$ cat src/rtl/pixel_readout.sv
// Captures pixel samples from the array read interface into a small FIFO and
// re-emits them as a valid/ready stream. Optional macro: PIXEL_READOUT_SEQ_CHECK_EN.
module pixel_readout #(
  parameter int pixel_count = 4,
  parameter int data_width  = 8,
  parameter int fifo_depth  = 4,
  localparam int idx_w = (pixel_count > 1) ? $clog2(pixel_count) : 1,
  localparam int ptr_w = $clog2(fifo_depth),
  localparam int cnt_w = ptr_w + 1
) (
  input  logic                  clk,
  input  logic                  reset,
  input  logic                  read,
  input  logic [idx_w-1:0]      pixel_select,
  input  logic [data_width-1:0] pixel_data,
  output logic [data_width-1:0] out_data,
  output logic [idx_w-1:0]      out_index,
  output logic                  out_first,
  output logic                  out_last,
  output logic                  out_valid,
  input  logic                  out_ready,
  output logic                  busy,
  output logic                  frame_done,
  output logic                  overflow,
  output logic                  seq_error
);

  typedef enum logic [1:0] {
    IDLE,
    CAPTURE,
    DRAIN
  } state_t;

  state_t state, next_state;

  logic [data_width-1:0] mem_data [fifo_depth];
  logic [idx_w-1:0]      mem_idx  [fifo_depth];
  logic [ptr_w-1:0]      wr_ptr, rd_ptr;
  logic [cnt_w-1:0]      count;

  logic pop, push_ok, drop, frame_start, drain_done;

  // Every read cycle is a push, including the one that starts a frame.
  assign out_valid   = (count != '0);
  assign pop         = out_valid && out_ready;
  assign push_ok     = read && ((count < cnt_w'(fifo_depth)) || pop);
  assign drop        = read && !push_ok;
  assign frame_start = read && (state != CAPTURE);
  assign busy        = (state != IDLE);

  // Head fields read as zero while empty so stale entries never leak out.
  assign out_data  = out_valid ? mem_data[rd_ptr] : '0;
  assign out_index = out_valid ? mem_idx[rd_ptr]  : '0;
  assign out_first = out_valid && (mem_idx[rd_ptr] == '0);
  assign out_last  = out_valid && (mem_idx[rd_ptr] == idx_w'(pixel_count - 1));

  // NOTE: next-state logic assigns every output a default first, so no latch is inferred.
  always_comb begin
    next_state = state;
    drain_done = 1'b0;
    case (state)
      IDLE:    if (read) next_state = CAPTURE;
      CAPTURE: if (!read) next_state = DRAIN;
      DRAIN: begin
        if (read) begin
          next_state = CAPTURE;
        end else if (count == '0) begin
          next_state = IDLE;
          drain_done = 1'b1;
        end
      end
      default: next_state = IDLE;
    endcase
  end

  // NOTE: sequential state uses non-blocking assignments so all registers update together.
  always_ff @(posedge clk or negedge reset) begin
    if (!reset) begin
      state      <= IDLE;
      frame_done <= 1'b0;
    end else begin
      state      <= next_state;
      frame_done <= drain_done;
    end
  end

  always_ff @(posedge clk or negedge reset) begin
    if (!reset) begin
      wr_ptr <= '0;
      rd_ptr <= '0;
      count  <= '0;
    end else begin
      if (push_ok) wr_ptr <= wr_ptr + ptr_w'(1);
      if (pop)     rd_ptr <= rd_ptr + ptr_w'(1);
      count <= count + cnt_w'(push_ok) - cnt_w'(pop);
    end
  end

  // NOTE: the storage array has no reset; validity comes solely from count.
  always_ff @(posedge clk) begin
    if (push_ok) begin
      mem_data[wr_ptr] <= pixel_data;
      mem_idx[wr_ptr]  <= pixel_select;
    end
  end

  always_ff @(posedge clk or negedge reset) begin
    if (!reset) begin
      overflow <= 1'b0;
    end else if (frame_start) begin
      overflow <= drop;
    end else if (drop) begin
      overflow <= 1'b1;
    end
  end

`ifdef PIXEL_READOUT_SEQ_CHECK_EN
  logic [idx_w-1:0] exp_idx, exp_cmp;
  logic             mismatch;

  // A frame-starting push is compared against index 0, not the stale tracker.
  assign exp_cmp  = frame_start ? '0 : exp_idx;
  assign mismatch = read && (pixel_select != exp_cmp);

  always_ff @(posedge clk or negedge reset) begin
    if (!reset) begin
      exp_idx   <= '0;
      seq_error <= 1'b0;
    end else begin
      if (read) begin
        exp_idx <= (exp_cmp == idx_w'(pixel_count - 1)) ? '0 : exp_cmp + idx_w'(1);
      end
      if (frame_start) begin
        seq_error <= mismatch;
      end else if (mismatch) begin
        seq_error <= 1'b1;
      end
    end
  end
`else
  assign seq_error = 1'b0;
`endif

endmodule

$ cat config.mk
export PLATFORM = sky130hd
export DESIGN_NAME = pixel_readout
export DESIGN_NICKNAME = d
export VERILOG_FILES = /design/src/rtl/pixel_readout.sv
export SDC_FILE = /design/constraint.sdc
export NUM_CORES = 1
export LEC_CHECK = 0
export CORE_MARGIN = 2
export CORE_UTILIZATION = 40
export CTS_CLUSTER_DIAMETER = 30
export DETAILED_ROUTE_END_ITERATION = 12
export SLEW_MARGIN = 10
export SYNTH_ARGS = -nofsm -noshare
export SYNTH_HDL_FRONTEND = slang
export SYNTH_SLANG_ARGS = --single-unit
$ cat constraint.sdc
create_clock -name clk -period 2.6 [get_ports clk]
set_input_delay 0.52 -clock clk [delete_from_list [all_inputs] [get_ports clk]]
set_output_delay 0.52 -clock clk [all_outputs]
set_load 0.02 [all_outputs]
Word level (Yosys, flattened, before mapping)
Memory sizes are Yosys's and may differ from the RTL's.
Index checks and enable logic that the tools add are counted.
- bits in registers: 11
- RAM bits: 40
- input port bits: 14
- output and inout bits: 17
- logic and storage cells: 49
- memories: 2
- add/subtract/negate cells: 4
- magnitude comparators: 1
- eq/ne operators: 7
- muxes and demuxes: 14
- reduce and logical (&&, ||, !) cells: 15
- memory list (memory ; words ; bits a word ; read ports ; clocked after Yosys merged registers in ; write ports ; line ; source):
    mem_data ; 4 ; 8 ; 1 ; 0 ; 1 ; 36 ; logic [data_width-1:0] mem_data [fifo_depth];
    mem_idx ; 4 ; 2 ; 1 ; 0 ; 1 ; 37 ; logic [idx_w-1:0] mem_idx [fifo_depth];
- operators with widths (cell ; number):
    two-way mux 2 bit ; 5
    two-way mux 8 bit ; 1
    two-way mux 1 bit ; 7
    logical AND 1 bit ; 6
    one-hot mux 2 bit (3 select lines) ; 1
    adder 2 x 1 -> 2 bit (second input constant) ; 2
    equality test 2 bit (second input constant) ; 2
    zero test 2 bit ; 2
    != test 2 bit (second input constant) ; 2
    nonzero test 2 bit ; 2
    adder 3 x 1 -> 3 bit ; 1
    zero test 3 bit ; 1
    < comparator 3 bit (second input constant) ; 1
    != test 3 bit (second input constant) ; 1
    AND reduction 3 bit ; 1
    nonzero test 3 bit ; 1
    subtractor 3 x 1 -> 3 bit ; 1
    equality test 2 x 1 -> 1 bit (second input constant) ; 1
    != test 2 x 1 -> 1 bit (second input constant) ; 1
    zero test 1 bit ; 1
    logical OR 1 bit ; 1

Logic depth before layout (Yosys ltp)
- depth after elaboration: 8
- mapped depth: 10
- depth with buffers taken out: 10

Worst setup path before layout
No wires, ideal clock.
- path kind: flip-flop to flip-flop
- from: register count[1]
- to: register count[2]
- library setup time: 0.125 ns
- arrival: 2.134 ns
- required time: 2.475 ns
- setup slack: 0.341 ns
- cell stages (with the launch flop): 11
- buffers on the path: 0
- clock period less this slack: 2.259 ns
- cell sequence: dfrtp_1 nor3_2 inv_1 and2_1 ha_1 inv_1 ha_1 inv_1 fa_1 xnor2_1 xnor2_1
- cells in the longest elaborated chain, start to end: 6
- elaborated cells on any way between the ends: 7
- classes of those cells: 2 x add/sub; 1 x order compare; 4 x reduce/logical
- RTL lines (item ; line ; source):
    from (decl) ; 39 ; logic [cnt_w-1:0] count;
    from (signal assigned) ; 95 ; count <= count + cnt_w'(push_ok) - cnt_w'(pop);
    nonzero test 3 bit * ; 44 ; assign out_valid = (count != '0);
    logical AND 1 bit * ; 45 ; assign pop = out_valid && out_ready;
    named net pop ; 41 ; logic pop, push_ok, drop, frame_start, drain_done;
    logical OR 1 bit ; 46 ; assign push_ok = read && ((count < cnt_w'(fifo_depth)) || pop);
    logical AND 1 bit ; 46 ;
    adder 3 x 1 -> 3 bit ; 95 ;
    subtractor 3 x 1 -> 3 bit * ; 95 ;
Mark *: on every way through the listed nets, which the timed path passes. The rest lies on a longest branch.
A chain may end at the register's enable or synchronous reset.

Final worst setup path
- from: register rd_ptr[0]
- to: output out_data[5]
- cells in the longest elaborated chain, start to end: 2
- RTL lines (item ; line ; source):
    from (decl) ; 38 ; logic [ptr_w-1:0] wr_ptr, rd_ptr;
    from (signal assigned) ; 94 ; if (pop) rd_ptr <= rd_ptr + ptr_w'(1);
    memory (4 x 8 bit) ; - ;
    two-way mux 8 bit ; 52 ; assign out_data = out_valid ? mem_data[rd_ptr] : '0;
    to (decl) ; 16 ; output logic [data_width-1:0] out_data,
Every way passes these cells.

==> results.json <==
{
  "period_needed_ns": 2.52,
  "utilization_pct": 52.3,
  "ant_nets": 0,
  "h-tree-depth": 2,
  "max_slew_margin_pct": 63.5,
  "stdcell_area_um2": 2710,
  "clk_latency_ns": 0.30,
  "cts_max_path_buffers": 2,
  "power_density_nw_per_um2": 1070,
  "hold_violations": 0,
  "synth_area_um2": 2170,
  "fp.dieH_um": 77.6,
  "initial_utilization_pct": 41.9,
  "clock_tree.root_cell": "clkbuf_8",
  "synth_xor_area_share_pct": 2.02,
  "grt_pass1_wl_um": 5830,
  "finalPower_mw": 2.90,
  "numPortBuffers": 29,
  "worst-path-max-fanout": 8,
  "synthCells": 126,
  "syn-num-nets": 147,
  "worstSetupStartpointType": "register",
  "finalMaxSlewViolations": 0,
  "grt_max_degree": 17,
  "async_reset_ff_share_pct": 21.6,
  "yosys.area_share.simple_pct": 7.68,
  "path_class": "register to primary output",
  "synth-seq-area-share_pct": 68.1,
  "crit_arrival_ns": 2.00,
  "wl_met1_um": 1510,
  "vias": 1188,
  "syn_area_per_cell_um2": 17.2,
  "antennaDiodeCount": 0,
  "drc_errors": 0,
  "ys_types": 32,
  "firstDrtPassIters": 4,
  "yosys_register_bits": 51,
  "synth.most_common_cell": "edfxtp_1",
  "fillers": 426,
  "rsz0062_at_grt": "false",
  "outcome": "finished, final reports clean",
  "place.gp.congestion": 0.721,
  "grt_pass1_vias": 1217,
  "synthTopCellsByArea": "edfxtp_1 (55%), dfrtp_1 (13%), mux4_1 (7.3%)",
  "power.leakage_nw": 1.07,
  "period_share_pct": 97.0,
  "layout-drive-gt1-share_pct": 15.5,
  "die_x_um": 77.6,
  "synth_top_area_share_pct": 55.4,
  "routed.top_layer": "met4",
  "min_path_type": "register to register",
  "grt.overflow.total": 0,
  "max_stage_delay_ns": 0.53,
  "yosys_warnings": 0,
  "crit_required_ns": 2.08,
  "hpwlAfterDp_um": 2590,
  "area_growth_syn_to_layout_pct": 24.9,
  "yosysTopAreaCell": "edfxtp_1",
  "tightestPinTransition_ns": 0.548,
  "vdd_drop_max_uv": 420,
  "cp_slowest_cell": "clkdlybuf4s50_1",
  "fin_skew_ns": 0.00544,
  "wl_met3_um": 149,
  "antenna_found_initial": 0,
  "ys_dominant_reg_cell": "edfxtp_1",
  "grtUsageTotal_pct": 13.0,
  "endpoint_kind": "primary output",
  "setup_viol_count_final": 0,
  "io_pins": 31,
  "cts_sinks": 51,
  "wirelength_um": 3680,
  "path_buf_inv": 2,
  "hold-worst-slack_ns": 0.500,
  "worstPathCellList": "buf_12, mux4_2, and2_1, clkdlybuf4s50_1",
  "synth_top_family_by_area": "multiplexers",
  "coreArea_um2": 5170,
  "wl_per_cell_um": 15.5,
  "yosys-top-cells-count": "edfxtp_1 (40), dfrtp_1 (11), and2_1 (10), inv_1 (9)",
  "drv_cap": 0,
  "nets": 188,
  "synth_edf_count": 40,
  "cts_tree": "done",
  "num_rows": 26,
  "synthAdderAreaFrac_pct": 4.39,
  "routed-wl-met2_um": 1980,
  "cp_top_family": "buffers and inverters",
  "clkTransAtPathRegs_ns": 0.08,
  "initialDrtViolationCount": 35,
  "cts_buffers": 5,
  "fmax_ghz": 0.397,
  "vias_per_cell": 4.99,
  "holdBufCountCts": 0,
  "fp.dieArea_um2": 6020,
  "synth_compound_area_share_pct": 2.60,
  "placed_area_um2": 2560,
  "synthMuxAreaShare_pct": 11.3
}
-- state kept, by name, summed over array words and instances, names as in the netlist --
name        cells
count           3
mem_data       32
frame_done      1
wr_ptr          2
mem_idx         8
overflow        1
rd_ptr          2
state           2
-- report_power, final --
group | leakage (nW) | switching (mW) | internal [mW]
Sequential | 0.498 | 0.0960 | 1.06
Clock | 0.0474 | 0.250 | 0.217
Combinational | 0.520 | 0.637 | 0.638
-- cell families (layout without fill, tap and decap cells) --
group,count (synthesis),in the layout
fa+ha+maj,7,7
xor+xnor,5,5
other cells,1,1
compound gates,8,8
flops,51,51
simple gates,27,27
buf+inv,15,57
mux,12,12
-- worst paths after layout --
| path | startpoint | end | slack [ns] | cells past startpoint |
|---|---|---|---|---|
| worst max-delay path | rd_ptr[0] | out_data[5] | 0.08 | 4 |
| worst min-delay path | overflow | overflow | 0.50 | 1 |
| worst max register to register | count[1] | count[2] | 0.35 | 10 |
| worst min register to register | overflow | overflow | 0.50 | 1 |
| max in group asynchronous | reset | rd_ptr[0] | 1.66 | 1 |
| min in group asynchronous | reset | wr_ptr[0] | 0.56 | 1 |
-- final cells by class --
cell class | instances | area, um^2 | share of cell area, %
Timing Repair Buffer | 40 | 392 | 14.5
Clock buffer | 6 | 82.6 | 3.05
Tap cell | 70 | 87.6 | 3.24
Multi-Input combinational cell | 60 | 617 | 22.8
Sequential cell | 51 | 1480 | 54.6
Clock inverter | 2 | 16.3 | 0.601
Inverter | 9 | 33.8 | 1.25
-- layout by cell type, fill, tap and decap left out, drive strengths merged --
master	n
a211oi	2
a21oi	2
and2	10
and3	4
buf	11
clkbuf	6
clkdlybuf4s50	19
clkinv	1
clkinvlp	1
conb	1
dfrtp	11
dlygate4sd2	5
dlymetal6s2s	5
edfxtp	40
fa	1
ha	6
inv	9
mux2	2
mux2i	2
mux4	8
nand2	1
nand2b	2
nand3	2
nand3b	1
nand4	2
nor2	2
nor3	1
nor4b	1
o21ai	1
o2bb2ai	1
o41ai	2
or2	1
xnor2	5
-- routing by layer --
metal,global-route usage (%),vias up
met5,0,-
met4,5.54,0
met3,3.72,4
met2,22.6,28
met1,15.0,600
li1,-,556
-- stage by stage --
| step | std cells | worst slack [ns] | TNS (ns) |
|---|---|---|---|
| finish | 238 | 0.0792 | 0 |
| global route | 238 | 0.00423 | 0 |
| CTS | 237 | 0.00421 | 0 |
| detailed placement | 227 | -0.0320 | -0.0320 |
| global placement | 227 | 0.0603 | 0 |
| floorplan | 126 | 0.341 | 0 |
-- timing repair --
item	4_1_cts	5_1_grt
resized for setup	7	5
buffers inserted	2	1
pin swaps	0	1
endpoints found under the setup margin	12	7
Note: power is estimated with default switching activity, not from simulation.
